File: src/rtl/wav_pkg.sv
// wav_pkg: parser states, FOURCC words, error codes and little-endian field helpers
package wav_pkg;
  typedef enum logic [3:0] {
    IDLE, RIFF_ID, RIFF_SIZE, WAVE_ID, CK_ID, CK_SIZE, FMT_BODY, SKIP, STREAM, DONE, ERR
  } state_t;
  localparam logic [31:0] FCC_RIFF = 32'h5249_4646;
  localparam logic [31:0] FCC_WAVE = 32'h5741_5645;
  localparam logic [31:0] FCC_FMT  = 32'h666D_7420;
  localparam logic [31:0] FCC_DATA = 32'h6461_7461;
  localparam logic [2:0] E_NONE        = 3'd0;
  localparam logic [2:0] E_BAD_RIFF    = 3'd1;
  localparam logic [2:0] E_BAD_FMT     = 3'd2;
  localparam logic [2:0] E_NO_FMT      = 3'd3;
  localparam logic [2:0] E_HDR_TIMEOUT = 3'd4;
  function automatic logic [15:0] le16(input logic [15:0] w);
    return {w[7:0], w[15:8]};
  endfunction
  function automatic logic [31:0] le32(input logic [15:0] a, input logic [15:0] b);
    return {le16(b), le16(a)};
  endfunction
endpackage

File: src/rtl/wav_stream_parser.sv
// wav_stream_parser: in-line RIFF/WAVE header parser forwarding byte-swapped PCM words of the data chunk
// Ports: start/in_valid/in_data take the SD word stream; out_valid/out_data/out_last feed the sample FIFO;
// hdr_valid qualifies sample_rate/num_channels/bits_per_sample/data_bytes; busy/done/err/err_code report status.
module wav_stream_parser
  import wav_pkg::*;
#(
  parameter int MAX_HDR_WORDS = 2048,
  parameter int CNT_W = 32
) (
  input  logic        clk,
  input  logic        rst_n,
  input  logic        start,
  input  logic        in_valid,
  input  logic [15:0] in_data,
  output logic        out_valid,
  output logic [15:0] out_data,
  output logic        out_last,
  output logic        hdr_valid,
  output logic [31:0] sample_rate,
  output logic [15:0] num_channels,
  output logic [15:0] bits_per_sample,
  output logic [31:0] data_bytes,
  output logic        busy,
  output logic        done,
  output logic        err,
  output logic [2:0]  err_code
);
  localparam int HW = $clog2(MAX_HDR_WORDS + 1);
  state_t state, state_n;
  logic [2:0] code_n;
  logic wsel, fmt_seen, fmt_bad, hdr_st, id_bad, is_fmt, is_data;
  logic [2:0] fmt_idx;
  logic [15:0] id_a, id_b, sz_a, le_w;
  logic [31:0] size_w, magic;
  logic [CNT_W-1:0] cnt, half;
  logic [HW-1:0] hdr_cnt;
  assign le_w = le16(in_data);
  assign size_w = le32(sz_a, in_data);
  // word count of a byte size, rounded up, computed one bit wider so it cannot overflow
  assign half = CNT_W'(({1'b0, CNT_W'(size_w)} + (CNT_W+1)'(1)) >> 1);
  assign magic = state == RIFF_ID ? FCC_RIFF : FCC_WAVE;
  assign id_bad = in_data != (wsel ? magic[15:0] : magic[31:16]);
  assign is_fmt = {id_a, id_b} == FCC_FMT;
  assign is_data = {id_a, id_b} == FCC_DATA;
  assign fmt_bad = (fmt_idx == 3'd0 && le_w != 16'd1) ||
                   (fmt_idx == 3'd1 && le_w != 16'd1 && le_w != 16'd2) ||
                   (fmt_idx == 3'd7 && le_w != 16'd16);
  assign hdr_st = state inside {RIFF_ID, RIFF_SIZE, WAVE_ID, CK_ID, CK_SIZE, FMT_BODY, SKIP};
  assign busy = hdr_st || state == STREAM;
  assign done = state == DONE;
  assign err = state == ERR;
  always_comb begin
    state_n = state;
    code_n = err_code;
    if (start) begin
      state_n = RIFF_ID;
      code_n = E_NONE;
    end else if (in_valid) begin
      case (state)
        RIFF_ID, WAVE_ID: state_n = id_bad ? ERR : !wsel ? state : state == RIFF_ID ? RIFF_SIZE : CK_ID;
        RIFF_SIZE: state_n = wsel ? WAVE_ID : RIFF_SIZE;
        CK_ID: state_n = wsel ? CK_SIZE : CK_ID;
        CK_SIZE: state_n = !wsel ? CK_SIZE :
                           is_fmt ? (size_w < 32'd16 ? ERR : FMT_BODY) :
                           is_data ? (!fmt_seen ? ERR : half == '0 ? DONE : STREAM) :
                           half == '0 ? CK_ID : SKIP;
        // after the 8 fixed words, cnt holds the remaining padded body length
        FMT_BODY: state_n = fmt_bad ? ERR : fmt_idx != 3'd7 ? FMT_BODY : cnt == '0 ? CK_ID : SKIP;
        SKIP: state_n = cnt == CNT_W'(1) ? CK_ID : SKIP;
        STREAM: state_n = cnt == CNT_W'(1) ? DONE : STREAM;
        default: state_n = state;
      endcase
      if (state_n == ERR && state != ERR)
        code_n = state inside {RIFF_ID, WAVE_ID} ? E_BAD_RIFF : (state == CK_SIZE && is_data) ? E_NO_FMT : E_BAD_FMT;
      if (hdr_st && hdr_cnt == HW'(MAX_HDR_WORDS - 1) && !(state_n inside {STREAM, DONE, ERR})) begin
        state_n = ERR;
        code_n = E_HDR_TIMEOUT;
      end
    end
  end
  always_ff @(posedge clk or negedge rst_n)
    if (!rst_n) begin
      state <= IDLE;
      err_code <= E_NONE;
    end else begin
      state <= state_n;
      err_code <= code_n;
    end
  always_ff @(posedge clk or negedge rst_n)
    if (!rst_n) begin
      out_valid <= 1'b0;
      out_data <= '0;
      out_last <= 1'b0;
      hdr_valid <= 1'b0;
      sample_rate <= '0;
      num_channels <= '0;
      bits_per_sample <= '0;
      data_bytes <= '0;
      wsel <= 1'b0;
      fmt_seen <= 1'b0;
      fmt_idx <= '0;
      id_a <= '0;
      id_b <= '0;
      sz_a <= '0;
      cnt <= '0;
      hdr_cnt <= '0;
    end else begin
      out_valid <= 1'b0;
      out_last <= 1'b0;
      if (start) begin
        hdr_valid <= 1'b0;
        wsel <= 1'b0;
        fmt_seen <= 1'b0;
        fmt_idx <= '0;
        cnt <= '0;
        hdr_cnt <= '0;
      end else if (in_valid) begin
        if (state inside {RIFF_ID, RIFF_SIZE, WAVE_ID, CK_ID, CK_SIZE})
          wsel <= ~wsel;
        if (hdr_st)
          hdr_cnt <= hdr_cnt + HW'(1);
        case (state)
          CK_ID: if (wsel) id_b <= in_data; else id_a <= in_data;
          CK_SIZE:
            if (!wsel) sz_a <= in_data;
            else begin
              cnt <= is_fmt ? half - CNT_W'(8) : half;
              if (is_data && fmt_seen) begin
                hdr_valid <= 1'b1;
                data_bytes <= size_w;
              end
            end
          FMT_BODY: begin
            fmt_idx <= fmt_idx + 3'd1;
            if (fmt_idx == 3'd1) num_channels <= le_w;
            if (fmt_idx == 3'd2) sample_rate[15:0] <= le_w;
            if (fmt_idx == 3'd3) sample_rate[31:16] <= le_w;
            if (fmt_idx == 3'd7) begin
              bits_per_sample <= le_w;
              fmt_seen <= 1'b1;
            end
          end
          SKIP: cnt <= cnt - CNT_W'(1);
          STREAM: begin
            cnt <= cnt - CNT_W'(1);
            out_valid <= 1'b1;
            out_data <= le_w;
            out_last <= cnt == CNT_W'(1);
          end
          default: ;
        endcase
      end
    end
endmodule
File: config.mk
export PLATFORM = sky130hd
export DESIGN_NAME = wav_stream_parser
export DESIGN_NICKNAME = d
export VERILOG_FILES = /design/src/rtl/wav_pkg.sv /design/src/rtl/wav_stream_parser.sv
export SDC_FILE = /design/constraint.sdc
export NUM_CORES = 1
export LEC_CHECK = 0
export CAP_MARGIN = 30
export CORE_MARGIN = 2
export CORE_UTILIZATION = 55
export CTS_BUF_LIST = sky130_fd_sc_hd__clkbuf_8
export DETAILED_ROUTE_END_ITERATION = 16
export PLACE_DENSITY = 0.83
export SKIP_LAST_GASP = 1
export SLEW_MARGIN = 15
export SYNTH_ARGS = -nofsm -noshare
export SYNTH_HDL_FRONTEND = slang
export SYNTH_SLANG_ARGS = --single-unit
File: constraint.sdc
create_clock -name clk -period 3.8 [get_ports clk]
set_input_delay 0.76 -clock clk [delete_from_list [all_inputs] [get_ports clk]]
set_output_delay 0.76 -clock clk [all_outputs]
set_load 0.01 [all_outputs]
==> out/metrics.cfg <==
[outcome]
status=finished, final reports clean

[die]
dieHeight_um=149
num_rows=53
initial_core_util=0.557
top_level_ports=141
die_area_um2=22300
coreArea_um2=20900
die_w_um=149

[flow_run]
cap_violations=0

[detailed_routing]
routed_wirelength_mm=35.2
drt.antenna.violating_nets=0
wl_per_cell_um=20.8
drt_iter0_markers=671
vias=10216
vias_per_cell=6.03
drc=0
first_pass_iters=5

[layout]
drive_gt1_frac=0.233
syn_to_final_growth_pct=27.2
final_util=0.708
finalNetCount=1427
antenna_cells=0
n_fill_cell=1485

[synthesis]
ys_ff_latch=219
yosys_warnings=0
yosysTopAreaCell=dfrtp_1
syn_area_per_cell_um2=9.89
synth_top_area_share=0.471
yosysUniqueCellTypes=79
ys_seq_area_frac=0.471
synth_edf_count=0
netlist_top_cells_area=dfrtp_1, mux2_2, nand2_1
ys_top_cells_by_count=dfrtp_1, mux2_2, nand2_1
synth_area_um2=11600
syn_inst=1177
yosysMostFrequentCell=dfrtp_1
synth_nets=1208
synth-async-reset-ratio=1.00
synthFlopType=dfrtp_1

[worst_setup_path]
r2r_start=sz_a[14]
crit_type=input pin to register
worst-path-max-fanout=5
crit_path_start_kind=input pin
crit_required_ps=4230
worstSetupEndpointType=register
cp.arrival_ps=4100
setup.worst_path.start=in_data[9]

[clocking]
clk_pin_slew_ps=60
cts.path.max_buffers=3
cts_max_level=2
worstSkewPairLatency_ps=550
cts-root-buf=clkbuf_8
cts_buffers=38
cts_hold_buf=0
cts_tree=built
tritoncts_num_sinks=219

[global_routing]
grt_pass1_wl_mm=55.2
grt_usage=0.317
grt-ovfl-total=0
grt_pass1_vias=10272
grt_max_degree=92
antenna_found_initial=0

[timing]
relSlewSlack=0.409
fin_ws_ps=127
fin_crit_ps=3670
min_period_over_period=0.967
hold_viol=0
finalSetupViolCount=0
clock.fmax_ghz=0.272
skew_ps=29.8
rsz0062_at_grt=yes
finalMaxSlewViolations=0
tightestPinTransition_ps=884

[pwr]
ir_drop_mv=0.319
power.total_w=0.00526
p_leak_nw=6.76
p_per_area_nw_per_um2=356

[placement]
dp_hpwl_mm=24.0
post-place-ws_ps=-445
io_buffers=140
gp_congestion=0.976

[hold_path]
hp-class=input pin to asynchronous set/reset pin

## cell type report
| cell class | count | area, um^2 | area share |
|---|---|---|---|
| Inverter | 20 | 75.1 | 0.00507 |
| Sequential cell | 219 | 5480 | 0.370 |
| Multi-Input combinational cell | 856 | 5790 | 0.391 |
| Clock buffer | 44 | 606 | 0.0409 |
| Clock inverter | 19 | 176 | 0.0119 |
| Timing Repair Buffer | 261 | 2330 | 0.157 |
| Tap cell | 275 | 344 | 0.0233 |
## registers in the layout, indices dropped and copies added, names as in the netlist, 12 cells and up
| register | count |
|---|---|
| data_bytes | 32 |
| id_b | 16 |
| id_a | 16 |
| sz_a | 16 |
| hdr_cnt | 12 |
| bits_per_sample | 16 |
| out_data | 16 |
| sample_rate | 32 |
| num_channels | 16 |
| cnt | 32 |
## logic make-up (layout without fill, tap and decap cells)
logic type | Yosys count | in the layout | synth area share
mux | 131 | 131 | 0.127
compound gates | 226 | 226 | 0.123
fa+ha+maj | 12 | 12 | 0.0127
buf+inv | 102 | 344 | 0.0351
simple gates | 427 | 427 | 0.186
flops | 219 | 219 | 0.471
xor+xnor | 60 | 60 | 0.0452
## cells in the final DEF (no fill, tap or decap), types with 18 or more instances in the layout
cell type / instances
dfrtp_1: 219
clkdlybuf4s50_1: 138
mux2_2: 127
nand2_1: 122
buf_4: 120
nor2_1: 91
o21ai_0: 91
a21oi_1: 53
clkbuf_8: 44
nor3_1: 40
xnor2_1: 39
nand3_1: 32
inv_1: 30
xor2_1: 21
nor4_1: 21
or3_1: 18
nand4_1: 18
## layer usage
metal | routed length, um | track usage | share of wire | vias up
met3 | 2860 | 0.0771 | 0.081 | 115
met5 | 0 | 0 | 0 | -
met1 | 14100 | 0.408 | 0.40 | 5004
li1 | - | - | - | 4647
met4 | 1600 | 0.160 | 0.045 | 0
met2 | 16700 | 0.503 | 0.47 | 450
## power breakdown
part | internal [W] | leakage, nW | switching, W
Combinational | 0.000237 | 3.29 | 0.000347
Sequential | 0.00239 | 3.04 | 0.0000417
Clock | 0.00126 | 0.438 | 0.000988
Total | 0.00389 | 6.76 | 0.00138
## repair_timing
item / in CTS / in global routing
setup endpoints to repair: 0 / 4
gates resized for setup: 0 / 8
setup buffers: 0 / 1
## worst max-delay path, stage by stage
cell and delay (ps):
clkdlybuf4s50_1 580, nand3_2 140, or4_4 530, o31a_1 300, a311oi_4 280, o2111ai_4 190
nor4_4 370, mux2_4 350, o31ai_4 310, or2_1 190, o311ai_2 100
## path summary, 6_finish.rpt
check	slack, ps	cells past startpoint	to
worst max register to register	220	10	err_code[0]
min in group clk	490	2	out_data[4]
max in group asynchronous	2700	2	bits_per_sample[11]
worst max-delay path	130	11	err_code[0]
worst min register to register	490	2	out_data[4]
worst min-delay path	240	1	hdr_cnt[5]
## stage by stage
step                hold slack (ps)  TNS, ps  area, um^2  instances
floorplan                       443        0       11600       1177
global placement                457    -2220       14000       1630
detailed placement              467    -2860       14000       1630
CTS                             250        0       14800       1693
global route                    289    -12.9       14800       1694
finish                          243        0       14800       1694
No activity file was read; power rests on OpenSTA's default activity.
